### src/rtl/sort_frame_loader_if.sv
// rtl/sort_frame_loader_if.sv - byte stream input and sorter-side frame bus for sort_frame_loader
interface sort_frame_loader_if;
    logic [7:0] in_data;
    logic       in_valid;
    logic       in_last;
    logic       in_ready;
    logic [7:0] data_out1;
    logic [7:0] data_out2;
    logic [7:0] data_out3;
    logic [7:0] data_out4;
    logic [7:0] data_out5;
    logic [7:0] data_out6;
    logic [7:0] data_out7;
    logic [7:0] data_out8;
    logic       sort_ready;
    logic       sort_done;
    logic       sort_rst_n;

    modport slave (
        input  in_data, in_valid, in_last, sort_done,
        output in_ready, sort_ready, sort_rst_n,
        output data_out1, data_out2, data_out3, data_out4,
        output data_out5, data_out6, data_out7, data_out8
    );

    modport master (
        output in_data, in_valid, in_last, sort_done,
        input  in_ready, sort_ready, sort_rst_n,
        input  data_out1, data_out2, data_out3, data_out4,
        input  data_out5, data_out6, data_out7, data_out8
    );
endinterface

### src/rtl/sort_frame_loader.sv
// rtl/sort_frame_loader.sv - assembles 8-byte frames from a byte stream and sequences the insertion sorter
module sort_frame_loader #(
    parameter logic [7:0] PAD_VALUE = 8'hFF,
    parameter int         TIMEOUT   = 16
) (
    input  logic                  clk,
    input  logic                  rst,
    sort_frame_loader_if.slave    bus,
    output logic                  frame_done,
    output logic                  busy,
    output logic                  err_timeout
);
    localparam int TW = (TIMEOUT > 1) ? $clog2(TIMEOUT) : 1;
    localparam logic [TW-1:0] TIMER_LAST = TW'(TIMEOUT - 1);

    typedef enum logic [2:0] {
        CLEAR = 3'd0,
        FILL  = 3'd1,
        PAD   = 3'd2,
        SORT  = 3'd3,
        DONE  = 3'd4
    } state_t;

    state_t        state;
    state_t        state_next;
    logic [2:0]    idx;
    logic [TW-1:0] timer;
    logic [7:0]    slot [8];
    logic          sort_rst_n_q;
    logic          accept;

    assign accept = (state == FILL) && bus.in_valid;

    always_ff @(posedge clk) begin
        if (rst) begin
            state <= CLEAR;
        end else begin
            state <= state_next;
        end
    end

    always_comb begin
        state_next = state;
        case (state)
            CLEAR: state_next = FILL;
            FILL: begin
                if (accept) begin
                    if (idx == 3'd7)      state_next = SORT;
                    else if (bus.in_last) state_next = PAD;
                end
            end
            PAD:   if (idx == 3'd7) state_next = SORT;
            // A done arriving on the final allowed cycle still counts as success.
            SORT: begin
                if (bus.sort_done)            state_next = DONE;
                else if (timer == TIMER_LAST) state_next = CLEAR;
            end
            DONE:    state_next = CLEAR;
            default: state_next = CLEAR;
        endcase
    end

    always_ff @(posedge clk) begin
        if (rst) begin
            idx          <= 3'd0;
            timer        <= '0;
            sort_rst_n_q <= 1'b0;
            err_timeout  <= 1'b0;
            for (int i = 0; i < 8; i++) slot[i] <= 8'h00;
        end else begin
            // The sorter is held in reset exactly while the loader sits in CLEAR.
            sort_rst_n_q <= (state_next != CLEAR);
            case (state)
                CLEAR: begin
                    idx   <= 3'd0;
                    timer <= '0;
                end
                FILL: begin
                    if (accept) begin
                        slot[idx] <= bus.in_data;
                        idx       <= idx + 3'd1;
                    end
                end
                PAD: begin
                    slot[idx] <= PAD_VALUE;
                    idx       <= idx + 3'd1;
                end
                SORT: begin
                    timer <= timer + 1'b1;
                    if (!bus.sort_done && (timer == TIMER_LAST)) err_timeout <= 1'b1;
                end
                default: ;
            endcase
        end
    end

    assign bus.in_ready   = (state == FILL);
    assign bus.sort_ready = (state == SORT);
    assign bus.sort_rst_n = sort_rst_n_q;
    assign frame_done     = (state == DONE);
    assign busy           = (state == PAD) || (state == SORT) || (state == DONE);

    assign bus.data_out1 = slot[0];
    assign bus.data_out2 = slot[1];
    assign bus.data_out3 = slot[2];
    assign bus.data_out4 = slot[3];
    assign bus.data_out5 = slot[4];
    assign bus.data_out6 = slot[5];
    assign bus.data_out7 = slot[6];
    assign bus.data_out8 = slot[7];
endmodule

### src/flat_wrapper.sv
// flat-port wrapper written by rule: the top's interface ports become plain ports
module sort_frame_loader_flat 
#(
    parameter logic [7:0] PAD_VALUE = 8'hFF,
    parameter int         TIMEOUT   = 16
)
  (clk, rst, frame_done, busy, err_timeout, bus_in_data, bus_in_valid, bus_in_last, bus_sort_done, bus_in_ready, bus_sort_ready, bus_sort_rst_n, bus_data_out1, bus_data_out2, bus_data_out3, bus_data_out4, bus_data_out5, bus_data_out6, bus_data_out7, bus_data_out8);
  sort_frame_loader_if bus_i ();
  input  logic clk;
  input  logic rst;
  output logic frame_done;
  output logic busy;
  output logic err_timeout;
  input wire logic [$bits(bus_i.in_data)-1:0] bus_in_data;
  input wire logic [$bits(bus_i.in_valid)-1:0] bus_in_valid;
  input wire logic [$bits(bus_i.in_last)-1:0] bus_in_last;
  input wire logic [$bits(bus_i.sort_done)-1:0] bus_sort_done;
  output wire logic [$bits(bus_i.in_ready)-1:0] bus_in_ready;
  output wire logic [$bits(bus_i.sort_ready)-1:0] bus_sort_ready;
  output wire logic [$bits(bus_i.sort_rst_n)-1:0] bus_sort_rst_n;
  output wire logic [$bits(bus_i.data_out1)-1:0] bus_data_out1;
  output wire logic [$bits(bus_i.data_out2)-1:0] bus_data_out2;
  output wire logic [$bits(bus_i.data_out3)-1:0] bus_data_out3;
  output wire logic [$bits(bus_i.data_out4)-1:0] bus_data_out4;
  output wire logic [$bits(bus_i.data_out5)-1:0] bus_data_out5;
  output wire logic [$bits(bus_i.data_out6)-1:0] bus_data_out6;
  output wire logic [$bits(bus_i.data_out7)-1:0] bus_data_out7;
  output wire logic [$bits(bus_i.data_out8)-1:0] bus_data_out8;
  assign bus_i.in_data = bus_in_data;
  assign bus_i.in_valid = bus_in_valid;
  assign bus_i.in_last = bus_in_last;
  assign bus_i.sort_done = bus_sort_done;
  assign bus_in_ready = bus_i.in_ready;
  assign bus_sort_ready = bus_i.sort_ready;
  assign bus_sort_rst_n = bus_i.sort_rst_n;
  assign bus_data_out1 = bus_i.data_out1;
  assign bus_data_out2 = bus_i.data_out2;
  assign bus_data_out3 = bus_i.data_out3;
  assign bus_data_out4 = bus_i.data_out4;
  assign bus_data_out5 = bus_i.data_out5;
  assign bus_data_out6 = bus_i.data_out6;
  assign bus_data_out7 = bus_i.data_out7;
  assign bus_data_out8 = bus_i.data_out8;
  sort_frame_loader #(.PAD_VALUE(PAD_VALUE), .TIMEOUT(TIMEOUT)) u_core (.clk(clk), .rst(rst), .bus(bus_i), .frame_done(frame_done), .busy(busy), .err_timeout(err_timeout));
endmodule
### config.mk
export PLATFORM = sky130hd
export DESIGN_NAME = sort_frame_loader_flat
export DESIGN_NICKNAME = d
export VERILOG_FILES = /design/src/rtl/sort_frame_loader_if.sv /design/src/rtl/sort_frame_loader.sv /design/src/flat_wrapper.sv
export SDC_FILE = /design/constraint.sdc
export NUM_CORES = 1
export LEC_CHECK = 0
export ABC_CLOCK_PERIOD_IN_PS = 2050
export CAP_MARGIN = 5
export CORE_MARGIN = 4
export CORE_UTILIZATION = 48
export CTS_CLUSTER_SIZE = 30
export DETAILED_ROUTE_END_ITERATION = 8
export GPL_ROUTABILITY_DRIVEN = 0
export PLACE_DENSITY = 0.86
export SKIP_CTS_REPAIR_TIMING = 1
export SLEW_MARGIN = 30
export SYNTH_ARGS = -nofsm -noshare
export SYNTH_HDL_FRONTEND = slang
export SYNTH_SLANG_ARGS = --single-unit
### constraint.sdc
create_clock -name clk -period 2.05 [get_ports clk]
set_input_delay 0.5125 -clock clk [delete_from_list [all_inputs] [get_ports clk]]
set_output_delay 0.5125 -clock clk [all_outputs]
set_load 0.02 [all_outputs]
# Word-level counts from Yosys, hierarchy flattened
# Memory sizes are Yosys's and may differ from the RTL's.
# Cells that the tools add are included.
[word_totals] ff_bits=12 mem_bits_rw=64 inputBits=13 output_inout_bits=70 wordCells=51 mem_count=1
[memory_table] memory="u_core.slot" words=8 width=8 read_ports=8 rd_clocked_by_memory_dff=0 write_ports=8 line="sort_frame_loader.sv:28" rtl="logic [7:0] slot [8];"
[classes] n_addsub=2 eq_ne=7 mux=23 n_bitwise=1 reduce_logical=12
[ops] op="$mux W3" n=8
[ops] op="$mux W8" n=2
[ops] op="$pmux W3 S4" n=1
[ops] op="$mux W1" n=10
[ops] op="$pmux W3 S3" n=1
[ops] op="$pmux W4 S2" n=1
[ops] op="$reduce_or A8 Y1" n=1
[ops] op="$eq A3 B2 Y1 const B" n=2
[ops] op="$eq A3 B3 Y1 const B" n=2
[ops] op="$reduce_bool A3 Y1" n=2
[ops] op="$add A4 B1 Y4 const B" n=1
[ops] op="$eq A4 B4 Y1 const B" n=1
[ops] op="$reduce_and A2 Y1" n=2
[ops] op="$add A3 B1 Y3 const B" n=1
[ops] op="$eq A3 B1 Y1 const B" n=1
[ops] op="$logic_not A3 Y1" n=1
[ops] op="$logic_and A1 B1 Y1" n=2
[ops] op="$logic_or A1 B1 Y1" n=2
[ops] op="$ne A2 B1 Y1 const B" n=1
[ops] op="$reduce_bool A2 Y1" n=1
[ops] op="$logic_not A1 Y1" n=1
[ops] op="$or A1 B1 Y1" n=1

# Longest topological paths before layout
[logic_depth] depth_word=9 ltp_mapped=6 ltp_nobuf=6

# Worst setup path before layout
# OpenSTA, ideal clock, no wires.
[synth_path] kind="reg-to-output" startpoint="register u_core.state[2]" endpoint="output port busy" arrival_time_ns=1.560 t_required_ns=1.537 setup_slack_ns=-0.022 stages_incl_launch_ff=4 n_path_buf=1 path_cell_list="dfxtp_1 -> buf_2 -> nor3b_1 -> nand2b_1"
[synth_via] elab_cells_between_ends=5 cone_classes="3 x eq/ne; 2 x reduce/logical"
[synth_lines] item="start, declared" line="sort_frame_loader.sv:24" rtl="state_t state;"
[synth_lines] item="start signal, assigned" line="sort_frame_loader.sv:38" rtl="state <= state_next;"
[synth_lines] item="$eq A3 B3 Y1"
[synth_lines] item="named net frame_done" line="flat_wrapper.sv:11" rtl="output logic frame_done;"
[synth_lines] item="$logic_or A1 B1 Y1" line="sort_frame_loader.sv:101" rtl="assign busy = (state == PAD) || (state == SORT) || (state == DONE);"
[synth_lines] item="end, declared" line="flat_wrapper.sv:12" rtl="output logic busy;"
# The timed path passes the listed nets, and every way through them passes these cells.

==> summary.md <==
| Metric | Value |
|---|---|
| Run status | finished clean |
| Non-Filler Instances | 447 |
| Pleak | 1.83 nW |
| Initial Utilization | 50.4% |
| CP startpoint kind | register |
| Syn. warnings | 0 |
| Syn nets | 254 |
| Clk sinks | 76 |
| Dpl cells | 431 |
| Initial DRC Count | 210 |
| Site Rows | 28 |
| Syn Inst Count | 237 |
| I/O Pins | 83 |
| Post-synthesis register bit count | 76 |
| Root Driver | clkbuf_8 |
| CP max stage delay | 0.43 ns |
| RSZ-0062 raised after global routing | false |
| Number of buffers created by CTS | 9 |
| Final Critical Period | 1.90 ns |
| Most common cell on crit path | nand2b_1 |
| Longest Clk Path Bufs | 2 |
| Worst path buffer plus inverter count | 2 |
| Critical Path End | u_core.slot[4][3]$_SDFFCE_PN0P_ |
| Post-detail-place hpwl | 5310 µm |
| Reg-to-Reg Start | u_core.state[0]$_SDFF_PP0_ |
| Slew margin rel. | 63.2% |
| Largest net degree at the start of global routing | 15 |
| Top Family by Delay on Critical Path | simple AND/OR/NAND/NOR gates |
| First-pass GRT wire length | 11700 µm |
| Hold WC Path Type | reg2reg |
| Final wirelength | 7440 µm |
| Vias after detailed routing | 2333 |
| Worst R2R End | u_core.slot[4][3]$_SDFFCE_PN0P_ |
| Distinct cells, synth | 33 |
| Worst R2R Setup Slack | 0.15 ns |
| Final worst clock skew | 0.00797 ns |
| Max VDD drop | 513 µV |
| Post-synth EDFFs | 64 |
| Crit path depth | 6 |
| Asr flop ratio synth | 0% |
| Clk slew on worst S/H paths | 0.08 ns |
| Final setup viols | 0 |
| Mapped Avg Cell Area | 12.8 µm² |
| Slack of the critical path | 0.153 ns |
| Vias per std cell | 5.22 |
| Residual DRC | 0 |
| Vias in the first global route | 2291 |
| Ant diodes | 0 |
| GRT overflow | 0 |
| Die ar. | 7660 µm² |
| Die H | 87.5 µm |
| Fin crit share | 92.5% |
| Final slew viol count | 0 |
| Total iterations of the first detailed-routing run | 5 |
| CP arrival | 1.97 ns |
| R2R depth | 6 |
| Commonest non-fill, non-tap cell in the layout | nor2_1 |
| Worst path cell trace | nand2b_1 > a2111oi_4 > buf_4 > nand2_2 > nand2b_1 > buf_12 |
| # Max-Cap Violations | 0 |
| Prevailing post-synth register cell | edfxtp_1 |
| Maximum fanout along the worst path | 9 |
| Min Hold Slack | 0.489 ns |
| PwrDens | 736 nW/µm² |
| Final nets | 384 |
| Critical path required time | 2.13 ns |
| CTS tree | done |
| Commonest non-fill, non-tap cells in the layout | nor2_1, clkdlybuf4s50_1, edfxtp_1 |
| Max frequency | 527 MHz |
| Pre-CTS WS | -0.332 ns |
| Total power | 3.36 mW |
| Skew-Pair Late Insertion Delay | 0.35 ns |
| Avg WL per Cell | 16.6 µm |
| Final ANT Viol Nets | 0 |
| CTS H-tree lvls | 3 |
| Core ar. | 6030 µm² |
| Worst setup startpoint | u_core.state[0]$_SDFF_PP0_ |
| Slowest CP cell | a2111oi_4 |
| WS Path Type | reg2reg |
| Worst Setup End Kind | register |
| Synth-to-layout area growth | 50.4% |
| Worst-Margin Slew | 0.549 ns |
| Post-synthesis sequential area ratio | 71.2% |
| I/O Buffers | 82 |
| Gr usage total | 20.6% |
| Synthesized area | 3040 µm² |
| Share of cells above drive strength 1 | 19.9% |
| Die W | 87.5 µm |
| Initial antenna violation count | 0 |
| TNS Setup | 0 ns |
| Fill cell count | 358 |
| Final Hold Violating Endpoints | 0 |
## per-layer routing
layer / vias up / share of wire (%) / global-route usage, %
met2: 122 / 52 / 36.9
met4: 0 / 2.3 / 7.39
li1: 1092 / - / -
met3: 14 / 9.0 / 5.46
met1: 1105 / 37 / 23.8
met5: - / 0 / 0
## worst min-delay path by stage
stage	start	endpoint	slack, ns	depth (start not counted)
after floorplan	u_core.timer[3]$_SDFFE_PP0P_	u_core.timer[3]$_SDFFE_PP0P_	0.48	2
after global placement	u_core.err_timeout$_SDFFE_PP0P_	u_core.err_timeout$_SDFFE_PP0P_	0.46	2
after detailed placement	u_core.err_timeout$_SDFFE_PP0P_	u_core.err_timeout$_SDFFE_PP0P_	0.47	2
after CTS	u_core.err_timeout$_SDFFE_PP0P_	u_core.err_timeout$_SDFFE_PP0P_	0.50	2
after global routing	u_core.err_timeout$_SDFFE_PP0P_	u_core.err_timeout$_SDFFE_PP0P_	0.53	2
final	u_core.err_timeout$_SDFFE_PP0P_	u_core.err_timeout$_SDFFE_PP0P_	0.49	2
## cell families after synthesis
logic type / after synthesis / synth area share (%)
flops: 76 / 71.2
mux: 2 / 0.659
compound gates: 23 / 6.14
buf+inv: 11 / 1.40
simple gates: 121 / 19.0
fa+ha+maj: 4 / 1.65
## stage by stage
stage	util, %	instance area, µm²
finish	75.8	4570
global route	75.8	4570
CTS	75.3	4540
detailed placement	72.0	4340
global placement	72.0	4340
floorplan	-	3040
## cell type report
type	count	area (µm²)	area share (%)
Multi-Input combinational cell	150	845	18.5
Clock inverter	7	75.1	1.64
Tap cell	75	93.8	2.05
Sequential cell	76	2170	47.5
Clock buffer	9	124	2.71
Inverter	6	22.5	0.493
Timing Repair Buffer	124	1240	27.1
## where the power goes
part	switching (mW)	internal, mW
Combinational	0.235	0.225
Sequential	0.0335	1.73
Clock	0.567	0.568
Total	0.836	2.53
## sequential cells by signal (all words and copies together), names as in the netlist
register	count
u_core.bus.sort_rst_n	1
u_core.err_timeout	1
u_core.idx	3
u_core.slot	64
u_core.state	3
u_core.timer	4
## worst reg2reg max path: cells and delay by family (launching register included)
family,cells,cell delay (ns)
flops,1,0.39
buf+inv,2,0.34
compound gates,1,0.43
simple gates,3,0.47
## synthesized netlist by cell type (2+ instances only)
cell type	count	area, µm²
inv_1	6	22.5
a22oi_1	2	15.0
edfxtp_1	64	1920
a21oi_1	7	35.0
nand3_2	2	20.0
nand2b_1	13	81.3
nand2_1	2	7.51
a2111oi_4	2	55.1
nand2_2	6	37.5
clkbuf_1	4	15.0
nor3_1	2	10.0
nor3b_1	3	22.5
nor2b_1	5	31.3
ha_1	4	50.1
mux2i_1	2	20.0
o21ai_0	5	25.0
dfxtp_1	12	240
nor2_1	81	304
(Power assumes the default switching activity.)
